### src/rtl/ram_bus_arbiter_if.sv
// Bus bundle for ram_bus_arbiter: both Wishbone master ports, the SRAM slave port
// and the grant vector. The arbiter uses the slave modport, the surrounding system uses master.
interface ram_bus_arbiter_if;
    logic        m0_cyc_i, m0_stb_i, m0_we_i;
    logic [31:0] m0_adr_i, m0_dat_i, m0_dat_o;
    logic [3:0]  m0_sel_i;
    logic        m0_ack_o, m0_err_o;

    logic        m1_cyc_i, m1_stb_i, m1_we_i;
    logic [31:0] m1_adr_i, m1_dat_i, m1_dat_o;
    logic [3:0]  m1_sel_i;
    logic        m1_ack_o, m1_err_o;

    logic        s_cyc_o, s_stb_o, s_we_o;
    logic [31:0] s_adr_o, s_dat_o, s_dat_i;
    logic [3:0]  s_sel_o;
    logic        s_ack_i, s_err_i;

    logic [1:0]  gnt_o;

    modport slave (
        input  m0_cyc_i, m0_stb_i, m0_we_i, m0_adr_i, m0_sel_i, m0_dat_i,
        output m0_dat_o, m0_ack_o, m0_err_o,
        input  m1_cyc_i, m1_stb_i, m1_we_i, m1_adr_i, m1_sel_i, m1_dat_i,
        output m1_dat_o, m1_ack_o, m1_err_o,
        output s_cyc_o, s_stb_o, s_we_o, s_adr_o, s_sel_o, s_dat_o,
        input  s_dat_i, s_ack_i, s_err_i,
        output gnt_o
    );

    modport master (
        output m0_cyc_i, m0_stb_i, m0_we_i, m0_adr_i, m0_sel_i, m0_dat_i,
        input  m0_dat_o, m0_ack_o, m0_err_o,
        output m1_cyc_i, m1_stb_i, m1_we_i, m1_adr_i, m1_sel_i, m1_dat_i,
        input  m1_dat_o, m1_ack_o, m1_err_o,
        input  s_cyc_o, s_stb_o, s_we_o, s_adr_o, s_sel_o, s_dat_o,
        output s_dat_i, s_ack_i, s_err_i,
        input  gnt_o
    );
endinterface

### src/rtl/ram_bus_arbiter.sv
// Two-master Wishbone arbiter in front of the 32-bit SRAM slave, with a watchdog
// that aborts transfers the slave never answers.
// Optional feature: define RAM_ARB_ROUND_ROBIN_EN for round-robin priority
// (default build is fixed priority, m0 wins).
module ram_bus_arbiter #(
    parameter int unsigned TIMEOUT_CYCLES = 15,
    parameter int unsigned CNT_W          = 8
) (
    input  logic             clk_bus,
    input  logic             rst_bus,
    ram_bus_arbiter_if.slave bus
);

    typedef enum logic [1:0] {
        IDLE  = 2'd0,
        BUSY0 = 2'd1,
        BUSY1 = 2'd2
    } state_t;

    state_t             state_q, state_d;
    logic [CNT_W-1:0]   cnt_q, cnt_d;
    logic               s_cyc_q, s_stb_q, s_we_q;
    logic [31:0]        s_adr_q, s_dat_q;
    logic [3:0]         s_sel_q;
    logic [1:0]         gnt_q;
`ifdef RAM_ARB_ROUND_ROBIN_EN
    logic               last_q;     // 1: m1 was granted last
`endif

    logic req0, req1, pick0, pick1, busy;
    logic timeout, resp_ack, resp_err, done;

    // Arbitration, watchdog and completion decode; next state and next count
    always_comb begin
        req0 = bus.m0_cyc_i & bus.m0_stb_i;
        req1 = bus.m1_cyc_i & bus.m1_stb_i;
`ifdef RAM_ARB_ROUND_ROBIN_EN
        pick0 = req0 & (~req1 | last_q);
`else
        pick0 = req0;
`endif
        pick1 = req1 & ~pick0;
        busy  = (state_q != IDLE);

        // Slave answers take precedence over the watchdog; err beats ack
        timeout  = busy & (cnt_q == CNT_W'(TIMEOUT_CYCLES)) & ~bus.s_ack_i & ~bus.s_err_i;
        resp_err = busy & (bus.s_err_i | timeout);
        resp_ack = busy & bus.s_ack_i & ~bus.s_err_i;
        done     = resp_err | resp_ack;

        state_d = state_q;
        case (state_q)
            IDLE: begin
                if (pick0)      state_d = BUSY0;
                else if (pick1) state_d = BUSY1;
            end
            BUSY0, BUSY1: begin
                if (done) state_d = IDLE;
            end
            default: state_d = IDLE;
        endcase

        // Counter includes the grant cycle so it equals the cycle number after the request
        if (busy)               cnt_d = cnt_q + CNT_W'(1);
        else if (pick0 | pick1) cnt_d = CNT_W'(1);
        else                    cnt_d = '0;
    end

    // State, captured transfer and grant registers
    always_ff @(posedge clk_bus) begin
        if (rst_bus) begin
            state_q <= IDLE;
            cnt_q   <= '0;
            s_cyc_q <= 1'b0;
            s_stb_q <= 1'b0;
            s_we_q  <= 1'b0;
            s_adr_q <= '0;
            s_sel_q <= '0;
            s_dat_q <= '0;
            gnt_q   <= 2'b00;
`ifdef RAM_ARB_ROUND_ROBIN_EN
            last_q  <= 1'b1;
`endif
        end else begin
            state_q <= state_d;
            cnt_q   <= cnt_d;
            if (state_q == IDLE) begin
                if (pick0 | pick1) begin
                    s_cyc_q <= 1'b1;
                    s_stb_q <= 1'b1;
                    gnt_q   <= {pick1, pick0};
                    s_we_q  <= pick1 ? bus.m1_we_i  : bus.m0_we_i;
                    s_adr_q <= pick1 ? bus.m1_adr_i : bus.m0_adr_i;
                    s_sel_q <= pick1 ? bus.m1_sel_i : bus.m0_sel_i;
                    s_dat_q <= pick1 ? bus.m1_dat_i : bus.m0_dat_i;
`ifdef RAM_ARB_ROUND_ROBIN_EN
                    last_q  <= pick1;
`endif
                end
            end else begin
                // Slave latches the strobe on the first edge, so it is a single-cycle pulse
                s_stb_q <= 1'b0;
                if (done) begin
                    s_cyc_q <= 1'b0;
                    gnt_q   <= 2'b00;
                end
            end
        end
    end

    assign bus.s_cyc_o = s_cyc_q;
    assign bus.s_stb_o = s_stb_q;
    assign bus.s_we_o  = s_we_q;
    assign bus.s_adr_o = s_adr_q;
    assign bus.s_sel_o = s_sel_q;
    assign bus.s_dat_o = s_dat_q;
    assign bus.gnt_o   = gnt_q;

    // Responses go only to the owner, and only while it still holds its cycle
    assign bus.m0_ack_o = resp_ack & (state_q == BUSY0) & bus.m0_cyc_i & ~rst_bus;
    assign bus.m0_err_o = resp_err & (state_q == BUSY0) & bus.m0_cyc_i & ~rst_bus;
    assign bus.m1_ack_o = resp_ack & (state_q == BUSY1) & bus.m1_cyc_i & ~rst_bus;
    assign bus.m1_err_o = resp_err & (state_q == BUSY1) & bus.m1_cyc_i & ~rst_bus;
    assign bus.m0_dat_o = bus.s_dat_i;
    assign bus.m1_dat_o = bus.s_dat_i;

endmodule

### src/flat_wrapper.sv
// flat-port wrapper written by rule: the top's interface ports become plain ports
module ram_bus_arbiter_flat 
#(
    parameter int unsigned TIMEOUT_CYCLES = 15,
    parameter int unsigned CNT_W          = 8
)
  (clk_bus, rst_bus, bus_m0_cyc_i, bus_m0_stb_i, bus_m0_we_i, bus_m0_adr_i, bus_m0_sel_i, bus_m0_dat_i, bus_m0_dat_o, bus_m0_ack_o, bus_m0_err_o, bus_m1_cyc_i, bus_m1_stb_i, bus_m1_we_i, bus_m1_adr_i, bus_m1_sel_i, bus_m1_dat_i, bus_m1_dat_o, bus_m1_ack_o, bus_m1_err_o, bus_s_cyc_o, bus_s_stb_o, bus_s_we_o, bus_s_adr_o, bus_s_sel_o, bus_s_dat_o, bus_s_dat_i, bus_s_ack_i, bus_s_err_i, bus_gnt_o);
  ram_bus_arbiter_if bus_i ();
  input  logic clk_bus;
  input  logic rst_bus;
  input wire logic [$bits(bus_i.m0_cyc_i)-1:0] bus_m0_cyc_i;
  input wire logic [$bits(bus_i.m0_stb_i)-1:0] bus_m0_stb_i;
  input wire logic [$bits(bus_i.m0_we_i)-1:0] bus_m0_we_i;
  input wire logic [$bits(bus_i.m0_adr_i)-1:0] bus_m0_adr_i;
  input wire logic [$bits(bus_i.m0_sel_i)-1:0] bus_m0_sel_i;
  input wire logic [$bits(bus_i.m0_dat_i)-1:0] bus_m0_dat_i;
  output wire logic [$bits(bus_i.m0_dat_o)-1:0] bus_m0_dat_o;
  output wire logic [$bits(bus_i.m0_ack_o)-1:0] bus_m0_ack_o;
  output wire logic [$bits(bus_i.m0_err_o)-1:0] bus_m0_err_o;
  input wire logic [$bits(bus_i.m1_cyc_i)-1:0] bus_m1_cyc_i;
  input wire logic [$bits(bus_i.m1_stb_i)-1:0] bus_m1_stb_i;
  input wire logic [$bits(bus_i.m1_we_i)-1:0] bus_m1_we_i;
  input wire logic [$bits(bus_i.m1_adr_i)-1:0] bus_m1_adr_i;
  input wire logic [$bits(bus_i.m1_sel_i)-1:0] bus_m1_sel_i;
  input wire logic [$bits(bus_i.m1_dat_i)-1:0] bus_m1_dat_i;
  output wire logic [$bits(bus_i.m1_dat_o)-1:0] bus_m1_dat_o;
  output wire logic [$bits(bus_i.m1_ack_o)-1:0] bus_m1_ack_o;
  output wire logic [$bits(bus_i.m1_err_o)-1:0] bus_m1_err_o;
  output wire logic [$bits(bus_i.s_cyc_o)-1:0] bus_s_cyc_o;
  output wire logic [$bits(bus_i.s_stb_o)-1:0] bus_s_stb_o;
  output wire logic [$bits(bus_i.s_we_o)-1:0] bus_s_we_o;
  output wire logic [$bits(bus_i.s_adr_o)-1:0] bus_s_adr_o;
  output wire logic [$bits(bus_i.s_sel_o)-1:0] bus_s_sel_o;
  output wire logic [$bits(bus_i.s_dat_o)-1:0] bus_s_dat_o;
  input wire logic [$bits(bus_i.s_dat_i)-1:0] bus_s_dat_i;
  input wire logic [$bits(bus_i.s_ack_i)-1:0] bus_s_ack_i;
  input wire logic [$bits(bus_i.s_err_i)-1:0] bus_s_err_i;
  output wire logic [$bits(bus_i.gnt_o)-1:0] bus_gnt_o;
  assign bus_i.m0_cyc_i = bus_m0_cyc_i;
  assign bus_i.m0_stb_i = bus_m0_stb_i;
  assign bus_i.m0_we_i = bus_m0_we_i;
  assign bus_i.m0_adr_i = bus_m0_adr_i;
  assign bus_i.m0_sel_i = bus_m0_sel_i;
  assign bus_i.m0_dat_i = bus_m0_dat_i;
  assign bus_m0_dat_o = bus_i.m0_dat_o;
  assign bus_m0_ack_o = bus_i.m0_ack_o;
  assign bus_m0_err_o = bus_i.m0_err_o;
  assign bus_i.m1_cyc_i = bus_m1_cyc_i;
  assign bus_i.m1_stb_i = bus_m1_stb_i;
  assign bus_i.m1_we_i = bus_m1_we_i;
  assign bus_i.m1_adr_i = bus_m1_adr_i;
  assign bus_i.m1_sel_i = bus_m1_sel_i;
  assign bus_i.m1_dat_i = bus_m1_dat_i;
  assign bus_m1_dat_o = bus_i.m1_dat_o;
  assign bus_m1_ack_o = bus_i.m1_ack_o;
  assign bus_m1_err_o = bus_i.m1_err_o;
  assign bus_s_cyc_o = bus_i.s_cyc_o;
  assign bus_s_stb_o = bus_i.s_stb_o;
  assign bus_s_we_o = bus_i.s_we_o;
  assign bus_s_adr_o = bus_i.s_adr_o;
  assign bus_s_sel_o = bus_i.s_sel_o;
  assign bus_s_dat_o = bus_i.s_dat_o;
  assign bus_i.s_dat_i = bus_s_dat_i;
  assign bus_i.s_ack_i = bus_s_ack_i;
  assign bus_i.s_err_i = bus_s_err_i;
  assign bus_gnt_o = bus_i.gnt_o;
  ram_bus_arbiter #(.TIMEOUT_CYCLES(TIMEOUT_CYCLES), .CNT_W(CNT_W)) u_core (.clk_bus(clk_bus), .rst_bus(rst_bus), .bus(bus_i));
endmodule
### config.mk
export PLATFORM = sky130hd
export DESIGN_NAME = ram_bus_arbiter_flat
export DESIGN_NICKNAME = d
export VERILOG_FILES = /design/src/rtl/ram_bus_arbiter_if.sv /design/src/rtl/ram_bus_arbiter.sv /design/src/flat_wrapper.sv
export SDC_FILE = /design/constraint.sdc
export NUM_CORES = 1
export LEC_CHECK = 0
export ABC_AREA = 1
export CAP_MARGIN = 20
export CORE_AREA = 2 2 123 125
export CTS_CLUSTER_SIZE = 12
export DETAILED_ROUTE_END_ITERATION = 12
export DIE_AREA = 0 0 125 127
export PLACE_DENSITY = 0.73
export SETUP_SLACK_MARGIN = 0.4
export SLEW_MARGIN = 0
export SYNTH_ARGS = -nofsm -noshare
export SYNTH_HDL_FRONTEND = slang
export SYNTH_SLANG_ARGS = --single-unit
### constraint.sdc
create_clock -name clk_bus -period 1.9 [get_ports clk_bus]
set_input_delay 0.38 -clock clk_bus [delete_from_list [all_inputs] [get_ports clk_bus]]
set_output_delay 0.38 -clock clk_bus [all_outputs]
set_load 0.05 [all_outputs]
==> flow_summary.yaml <==
outcome:
  outcome: "finished, final reports clean"
setup_path:
  cp-end-kind: "output pin"
  critPathArrivalTime_ps: 1450
  critPathLaunchType: "flop"
  critPathRequiredTime_ps: 1520
  criticalPathCategory: "reg2out"
  crit_fanout: 3
clocking:
  cts.reportedPaths.clkPinSlew_ps: 60
  tritoncts.num_buffers: 9
  htreeDepth: 3
  cts_tree: "yes"
  clk_latency_ps: 340
  cts_sinks: 83
  clk_path_buf_depth: 2
  root_buffer: "clkbuf_16"
die:
  dieHeight_um: 127
  io_pins: 319
  die_x_um: 125
  core-area_um2: 14400
  rows: 44
  initial_utilization_pct: 31.0
  die_area_um2: 15900
job:
  max_cap_violations: 0
power_and_ir_drop:
  peakVddDrop_mv: 0.500
  finalPower_mw: 6.64
  p_leak_nw: 3.75
  p_per_area_nw_per_um2: 800
grt:
  antenna_found_initial: 0
  first_global_vias: 4870
  grt_max_degree: 42
  grt_pass1_wl_um: 25800
  grt.total_usage_pct: 20.8
  overflow: 0
cells_and_area:
  seqCellArea_um2: 1670
  final_nets: 1007
  utilization_pct: 57.5
  fillers: 1271
  layout-drive-gt1-share_pct: 36.5
  multi_input_area_um2: 2250
  diodes: 0
  area_growth_pct: 85.7
logic_synthesis:
  yosysTopAreaCellShare_pct: 37.2
  synth_cells: 613
  synth_warnings: 0
  synth.area.top_cells: "dfxtp_1, nand2_1, buf_4"
  syn-num-nets: 795
  synthDistinctLibCells: 24
  synth-seq-area-share_pct: 37.2
  yosysTopAreaCell: "dfxtp_1"
  ys_ff_latch: 83
  synth_area_um2: 4470
  synth_area_per_cell_um2: 7.28
route:
  vias: 4700
  drtIter0Drc: 149
  drtPass1Iterations: 4
  wire_per_inst_um: 16.8
  antenna_left: 0
  wl_um: 17000
  vias_per_cell: 4.65
  drcViolationCount: 0
timing:
  fmaxAchievable_mhz: 547
  tns_ps: 0
  slew_violations: 0
  fin_crit_sh_pct: 96.3
  period_needed_ps: 1830
  worst_slew_pin_slew_ps: 471
  rsz0062_at_grt: "true"
  slew_headroom_pct: 68.6
  fin_skew_ps: 2.81
  hold_viol_final: 0
  setup_violations: 0
worst_hold_path:
  min-delay-path-class: "reg2reg"
placed_design:
  hpwl_um: 10500
  gp_congestion: 0.756
  portBuffers: 222
[per-stage QoR]
| step | worst slack, ps | instance area, um2 | hold slack, ps | cells |
|---|---|---|---|---|
| final | 70.2 | 8290 | 462 | 1011 |
| after global routing | -8.43 | 8290 | 483 | 1011 |
| after CTS | 38.8 | 8150 | 467 | 1006 |
| after detailed placement | -158 | 6540 | 455 | 945 |
| after global placement | -107 | 6540 | 460 | 945 |
| after floorplan | 384 | 4570 | 455 | 613 |
[metal layers]
metal	GRT usage (%)	vias up	wire length, um
met5	0	-	0
met4	10.1	0	636
met3	5.15	48	1130
met2	37.7	162	8780
met1	22.8	2148	6400
li1	-	2342	-
[flip-flops by register name (all words and copies together) (netlist names), 2 cells and up]
register            count
u_core.state_q          2
u_core.bus.gnt_o        2
u_core.bus.s_sel_o      4
u_core.cnt_q            8
u_core.bus.s_adr_o     32
u_core.bus.s_dat_o     32
[path summary, 6_finish.rpt]
path                           endpoint           startpoint  depth (start not counted)  slack, ps
setup / recovery           bus_m0_err_o      u_core.cnt_q[0]                          8         70
hold / removal      u_core.bus.gnt_o[0]  u_core.bus.gnt_o[0]                          2        460
setup reg to reg  u_core.bus.s_dat_o[0]    u_core.state_q[0]                         12        170
hold reg to reg     u_core.bus.gnt_o[0]  u_core.bus.gnt_o[0]                          2        460
[layout by cell type (no fill, tap or decap), drive strengths merged]
cell | Yosys | final
nand2 | 157 | 157
clkdlybuf4s50 | 0 | 139
buf | 94 | 134
inv | 86 | 86
dfxtp | 83 | 83
nand3 | 77 | 77
o211ai | 70 | 70
clkdlybuf4s15 | 0 | 22
nor2 | 16 | 16
clkbuf | 8 | 11
a21oi | 9 | 9
dlygate4sd2 | 0 | 6
o21ai | 4 | 4
ha | 4 | 4
bufinv | 0 | 3
nor4 | 1 | 1
nor3 | 1 | 1
xnor2 | 1 | 1
nand4 | 1 | 1
xor2 | 1 | 1
bufbuf | 0 | 1
[cell families after synthesis]
group	Yosys count	share of synthesized area [%]
compound gates	83	14.1
flops	83	37.2
fa+ha+maj	4	1.12
simple gates	253	24.2
buf+inv	188	23.0
xor+xnor	2	0.392
[power breakdown]
group	switching [mW]	leakage, nW	total, mW	internal, mW
registers	0.110	0.688	2.04	1.93
clock network	0.674	0.154	1.94	1.26
logic	1.42	2.91	2.66	1.24
total	2.21	3.75	6.64	4.43
[worst max-delay path, stage by stage, from the launching register on]
cell     delay [ps]
dfxtp_2         350
ha_4            150
nand3_4          70
nor2_2           90
nand2_1          70
nand2_2          80
nand2_4          70
nor2_4          100
buf_12          140
[repair_timing]
item,4_1_cts,5_1_grt
setup endpoints to repair,98,78
hold buffers,0,0
setup buffers,30,4
pin swaps,65,16
gates cloned,18,1
gates resized for setup,186,20
hold endpoints to repair,0,0
[Yosys cell counts]
master	n
nand2_1	156
nand4_1	1
o211ai_2	8
nor2_1	14
nor3_1	1
nor2_4	1
clkbuf_1	8
o21ai_1	1
a21oi_1	9
nor2_8	1
xor2_1	1
o211ai_1	62
buf_2	20
inv_2	35
nor4_1	1
buf_6	5
inv_1	51
dfxtp_1	83
nand2_2	1
ha_1	4
nand3_1	77
xnor2_1	1
o21ai_0	3
buf_4	69
[cell type report]
type	count	share of cell area [%]
clock buffers	10	2.76
multi-input cells	342	27.2
well taps	184	2.78
flip-flops and latches	83	20.1
repair buffers	303	42.0
clock inverters	3	1.09
inverters	86	4.04
Note: power is estimated with default switching activity, not from simulation.
